`config.mk`:
```
export PLATFORM = sky130hd
export DESIGN_NAME = rock_spawner
export DESIGN_NICKNAME = d
export VERILOG_FILES = /design/src/rtl/rock_spawner.sv
export SDC_FILE = /design/constraint.sdc
export NUM_CORES = 1
export LEC_CHECK = 0
export ABC_AREA = 1
export CAP_MARGIN = 30
export CORE_UTILIZATION = 35
export CTS_CLUSTER_SIZE = 40
export DETAILED_ROUTE_END_ITERATION = 8
export MAX_ROUTING_LAYER = met4
export PLACE_DENSITY = 0.52
export RECOVER_POWER = 100
export SYNTH_ARGS = -nofsm -noshare
export SYNTH_HDL_FRONTEND = slang
export SYNTH_SLANG_ARGS = --single-unit
```
`constraint.sdc`:
```
create_clock -name clk -period 3 [get_ports clk]
set_clock_uncertainty 0.05 [all_clocks]
set_input_delay 0.6 -clock clk [delete_from_list [all_inputs] [get_ports clk]]
set_output_delay 0.6 -clock clk [all_outputs]
set_load 0.03 [all_outputs]
```
`src/rtl/rock_spawner.sv`:
```
// Rock position generator for the sprite renderer: picks a pseudo-random lane,
// drops the rock one speed step per frame, and respawns after a frame delay.
module rock_spawner #(
    parameter logic [9:0] LANE0_X     = 10'd213,
    parameter logic [9:0] LANE1_X     = 10'd320,
    parameter logic [9:0] LANE2_X     = 10'd427,
    parameter logic [9:0] SCREEN_H    = 10'd480,
    parameter logic [9:0] SPAWN_Y     = 10'd0,
    parameter logic [7:0] SPAWN_DELAY = 8'd60,
    parameter logic [7:0] LFSR_SEED   = 8'hA5
) (
    input  logic       clk,
    input  logic       rst,
    input  logic       frame_tick,
    input  logic       enable,
    input  logic [3:0] speed,
    input  logic       hit,
    output logic [9:0] rock_x_center,
    output logic [9:0] rock_y_top,
    output logic       rock_active,
    output logic       despawn_pulse
);

    localparam int unsigned POS_W = 10;
    localparam int unsigned SUM_W = POS_W + 1;

    localparam logic [1:0] ST_IDLE = 2'd0;
    localparam logic [1:0] ST_WAIT = 2'd1;
    localparam logic [1:0] ST_FALL = 2'd2;

    logic [1:0]       state, state_n;
    logic [7:0]       delay_cnt, delay_cnt_n;
    logic [7:0]       lfsr, lfsr_n;
    logic [POS_W-1:0] x_n, y_n;
    logic             active_n, despawn_n;
    logic             lfsr_fb;
    logic [POS_W-1:0] lane_x;
    logic [SUM_W-1:0] fall_sum;
    logic             off_screen;

    // x^8 + x^6 + x^5 + x^4 + 1, free-running every clock
    assign lfsr_fb = lfsr[7] ^ lfsr[5] ^ lfsr[4] ^ lfsr[3];

    // Code 3 folds onto the outer lanes so all three lanes stay reachable
    always_comb begin
        lane_x = LANE1_X;
        case (lfsr[1:0])
            2'd0:    lane_x = LANE0_X;
            2'd1:    lane_x = LANE1_X;
            2'd2:    lane_x = LANE2_X;
            default: lane_x = lfsr[2] ? LANE2_X : LANE0_X;
        endcase
    end

    // One extra bit so y + speed past 1023 still compares as off-screen
    assign fall_sum   = {1'b0, rock_y_top} + SUM_W'(speed);
    assign off_screen = (fall_sum >= {1'b0, SCREEN_H});

    always_ff @(posedge clk or posedge rst) begin
        if (rst) begin
            state         <= ST_IDLE;
            rock_x_center <= LANE1_X;
            rock_y_top    <= SPAWN_Y;
            rock_active   <= 1'b0;
            despawn_pulse <= 1'b0;
            delay_cnt     <= 8'd0;
            lfsr          <= LFSR_SEED;
        end else begin
            state         <= state_n;
            rock_x_center <= x_n;
            rock_y_top    <= y_n;
            rock_active   <= active_n;
            despawn_pulse <= despawn_n;
            delay_cnt     <= delay_cnt_n;
            lfsr          <= lfsr_n;
        end
    end

    // Next-state: enable low beats hit, hit beats frame_tick
    always_comb begin
        state_n     = state;
        x_n         = rock_x_center;
        y_n         = rock_y_top;
        active_n    = rock_active;
        despawn_n   = 1'b0;
        delay_cnt_n = delay_cnt;
        lfsr_n      = {lfsr[6:0], lfsr_fb};

        if (!enable) begin
            state_n  = ST_IDLE;
            active_n = 1'b0;
        end else begin
            case (state)
                ST_IDLE: begin
                    active_n    = 1'b0;
                    delay_cnt_n = SPAWN_DELAY;
                    state_n     = ST_WAIT;
                end
                ST_WAIT: begin
                    active_n = 1'b0;
                    if (frame_tick) begin
                        if (delay_cnt == 8'd0) begin
                            x_n      = lane_x;
                            y_n      = SPAWN_Y;
                            active_n = 1'b1;
                            state_n  = ST_FALL;
                        end else begin
                            delay_cnt_n = delay_cnt - 8'd1;
                        end
                    end
                end
                ST_FALL: begin
                    if (hit) begin
                        active_n    = 1'b0;
                        delay_cnt_n = SPAWN_DELAY;
                        state_n     = ST_WAIT;
                    end else if (frame_tick) begin
                        if (off_screen) begin
                            active_n    = 1'b0;
                            despawn_n   = 1'b1;
                            delay_cnt_n = SPAWN_DELAY;
                            state_n     = ST_WAIT;
                        end else begin
                            y_n = fall_sum[POS_W-1:0];
                        end
                    end
                end
                default: begin
                    active_n = 1'b0;
                    state_n  = ST_IDLE;
                end
            endcase
        end
    end

endmodule

```
==> impl_results.md <==
- Status: finished with violations
- Failing checks: capacitance limit, slew limit
- Placer's final routability congestion estimate: 0.849
- Port Buffers: 29
- CP peak stage delay: between 0.4 and 0.5 ns
- Clk slew on worst S/H paths: ~0.070 ns
- Post-synthesis sequential area ratio: about two fifths
- ANT nets after route: 0
- Max_slew headroom: -25.0%
- # hold bufs at CTS: 0
- Final core occ: around 44%
- Vias in the first global route: around 1700
- Worst skew pair latency: 0.28 ns
- Post-synthesis cell count: 280
- Total setup buffers inserted after CTS: 0
- First-pass GRT wire length: just over 8000 um
- IO Count: 31
- WL per Instance: approximately 12 um
- Critical path class: input port to flip-flop
- Hold Worst Slack: 0.319 ns
- Hold Fails Final Rpt: 0
- Pre-Repair DR Iteration Count: 4
- Number of remaining DRC errors: 0
- Syn Nets: roughly 300
- Mapped cell area: between 2000 and 2500 sq um
- Hold WC Path Type: flip-flop to flip-flop
- Fin crit period: about 2.8 ns
- Pwr Total: ~0.0014 W
- DP HPWL: approximately 3500 um
- Post-synth cell types: 33
- Largest net degree at the start of global routing: 36
- Core Area: 5990 sq um
- CTS H-tree lvls: 2
- FP Rows: 28
- Final slew viol count: 36
- Area grow syn2layout: 21.0%
- Horiz. Die Dim: around 81 um
- Starting DRT DRC Count: 87
- Layout cells sized above 1: 13.2%
- GR Util All Layers: 16.6%
- Vias per cell: 4.72
- Starting density of the core: between 30% and 40%
- PD cells: 544 nW/um^2
- Slew @ Worst Pin: between 1.5 and 2 ns
- Yosys warns: 0
- # diodes: 0
- RSZ-0062 raised after global routing: no
- Num CTS Buffers: 5
- CP Launch Type: input port
- Arrival @ worst endpoint: about 2.9 ns
- Highest-delay cell along the critical path: clkdlybuf4s50_1
- Die H: around 81 um
- Max clock buf depth: 2
- GR Overflow Total: 0
- LEAKAGE: approximately 1.3 nW
- Post-CTS Resized: 0
- Worst path cell trace: clkdlybuf4s50_1, ha_1, inv_1, fa_1, nand3b_1, nand2_2, nand2_1, nand2_1, nand2_1, nor2_2, nand3_1, nand3_4, nand3_2, nand2_1, nand2_1
- Tcrit/Tclk final: between 90 and 100%
- Crit. End Element: flip-flop
- Fmax: ~360 MHz
- CTS tree: built
- Root buf cell: clkbuf_8
- Mapped Avg Cell Area: between 7 and 8 sq um
- Die ar.: around 6600 sq um
- Maximum vdd ir drop: between 200 and 250 uV
- Clock tree sinks: 35
- Setup Viol. Count Final: 0
- Most used cell along the critical path: nand2_1
- Total number of vias: around 1800
- Initial antenna violation count: 0
- Max-cap violations: 1
- Nets: about 340
- WP data required: ~3.1 ns
- #FFs+latches synth: 35
- CP Max Fanout: 8
- Final WL: around 4700 um
-- per-stage QoR --
step | worst slack [ns] | std cells | area [sq um] | TNS, ns
CTS | 0.243 | 392 | 2690 | 0
global placement | -0.00472 | 385 | 2590 | -0.0171
global route | 0.0492 | 392 | 2660 | 0
detailed placement | -0.0629 | 385 | 2590 | -0.593
floorplan | 0.559 | 280 | 2200 | 0
finish | 0.235 | 392 | 2660 | 0
-- power by group --
part | leakage (nW) | switching [W] | internal (W)
sequential | 0.443 | 0.0000632 | 0.000534
clock | 0.0502 | 0.000171 | 0.000243
combinational | 0.846 | 0.000281 | 0.000156
total | 1.34 | 0.000515 | 0.000933
-- final cells by class --
class                   instances  area, sq um
flip-flops and latches         35          883
fillers                       612         3330
multi-input cells             200         1090
clock buffers                   5         68.8
inverters                      38          143
clock inverters                 2         37.5
well taps                      75         93.8
repair buffers                 37          344
-- cell families after synthesis --
group,Yosys count,share of synthesized area [%]
xor gates and xnor gates,6,2.39
buffers and inverters,45,9.10
AOI/OAI and AO/OA,21,5.06
other,1,0.170
DFF,35,40.1
and+or+nand+nor,160,36.0
adders and majority gates,12,7.16
-- per-layer routing --
metal / track usage, % / part of all wire [%] / vias to the layer above
met2: 25.1 / 44 / 47
met4: 6.61 / 2.6 / 0
met5: - / 0 / -
met3: 3.03 / 3.6 / 11
met1: 21.9 / 50 / 835
li1: - / - / 956
-- flip-flops by register name, indices dropped and copies added, names as in the netlist --
name and count:
delay_cnt 8, despawn_pulse 1, lfsr 8, rock_active 1
rock_x_center 5, rock_y_top 10, state 2
-- final timing paths --
path | depth (start not counted) | slack, ns | start | endpoint
min | 0 | 0.32 | lfsr[6]$_DFF_PP0_ | lfsr[7]$_DFF_PP1_
max in group asynchronous | 3 | 0.58 | rst | rock_y_top[9]$_DFFE_PP0P_
min in group asynchronous | 3 | 1.23 | rst | rock_y_top[2]$_DFFE_PP0P_
max | 15 | 0.24 | speed[0] | delay_cnt[4]$_DFFE_PP0P_
max reg2reg | 14 | 0.62 | rock_y_top[0]$_DFFE_PP0P_ | delay_cnt[4]$_DFFE_PP0P_
min reg2reg | 0 | 0.32 | lfsr[6]$_DFF_PP0_ | lfsr[7]$_DFF_PP1_
-- worst max-delay path, delay by kind of cell --
kind | cells | cell delay (ns)
and+or+nand+nor | 11 | 1.22
adders and majority gates | 2 | 0.55
buffers and inverters | 2 | 0.51
-- synth_stat cells, drive strengths merged --
cell	n	area, sq um
a22oi	1	7.51
dfrtp	29	726
a21oi	11	58.8
nand3b	3	22.5
nand4	9	56.3
nor4	2	27.5
ha	11	138
dfstp	6	158
conb	1	3.75
o21ai	9	45.0
or2	1	6.26
nor3	3	25.0
xor2	3	26.3
fa	1	20.0
inv	37	139
nand2	85	334
nor2	30	118
buf	7	57.6
clkinv	1	3.75
nand3	27	203
xnor2	3	26.3
-- layout by cell type, fill, tap and decap left out, drive strengths merged --
| cell type | instances |
|---|---|
| nand2 | 85 |
| inv | 37 |
| nor2 | 30 |
| dfrtp | 29 |
| nand3 | 27 |
| dlygate4sd3 | 21 |
| ha | 11 |
| a21oi | 11 |
| nand4 | 9 |
| o21ai | 9 |
| clkdlybuf4s50 | 8 |
| clkbuf | 7 |
| buf | 6 |
| dfstp | 6 |
| nand3b | 3 |
| xor2 | 3 |
| xnor2 | 3 |
| nor3 | 3 |
| nor4 | 2 |
| clkinv | 1 |
| or2 | 1 |
| a22oi | 1 |
| fa | 1 |
| conb | 1 |
| clkinvlp | 1 |
| bufinv | 1 |
No activity file was read; power rests on OpenSTA's default activity.
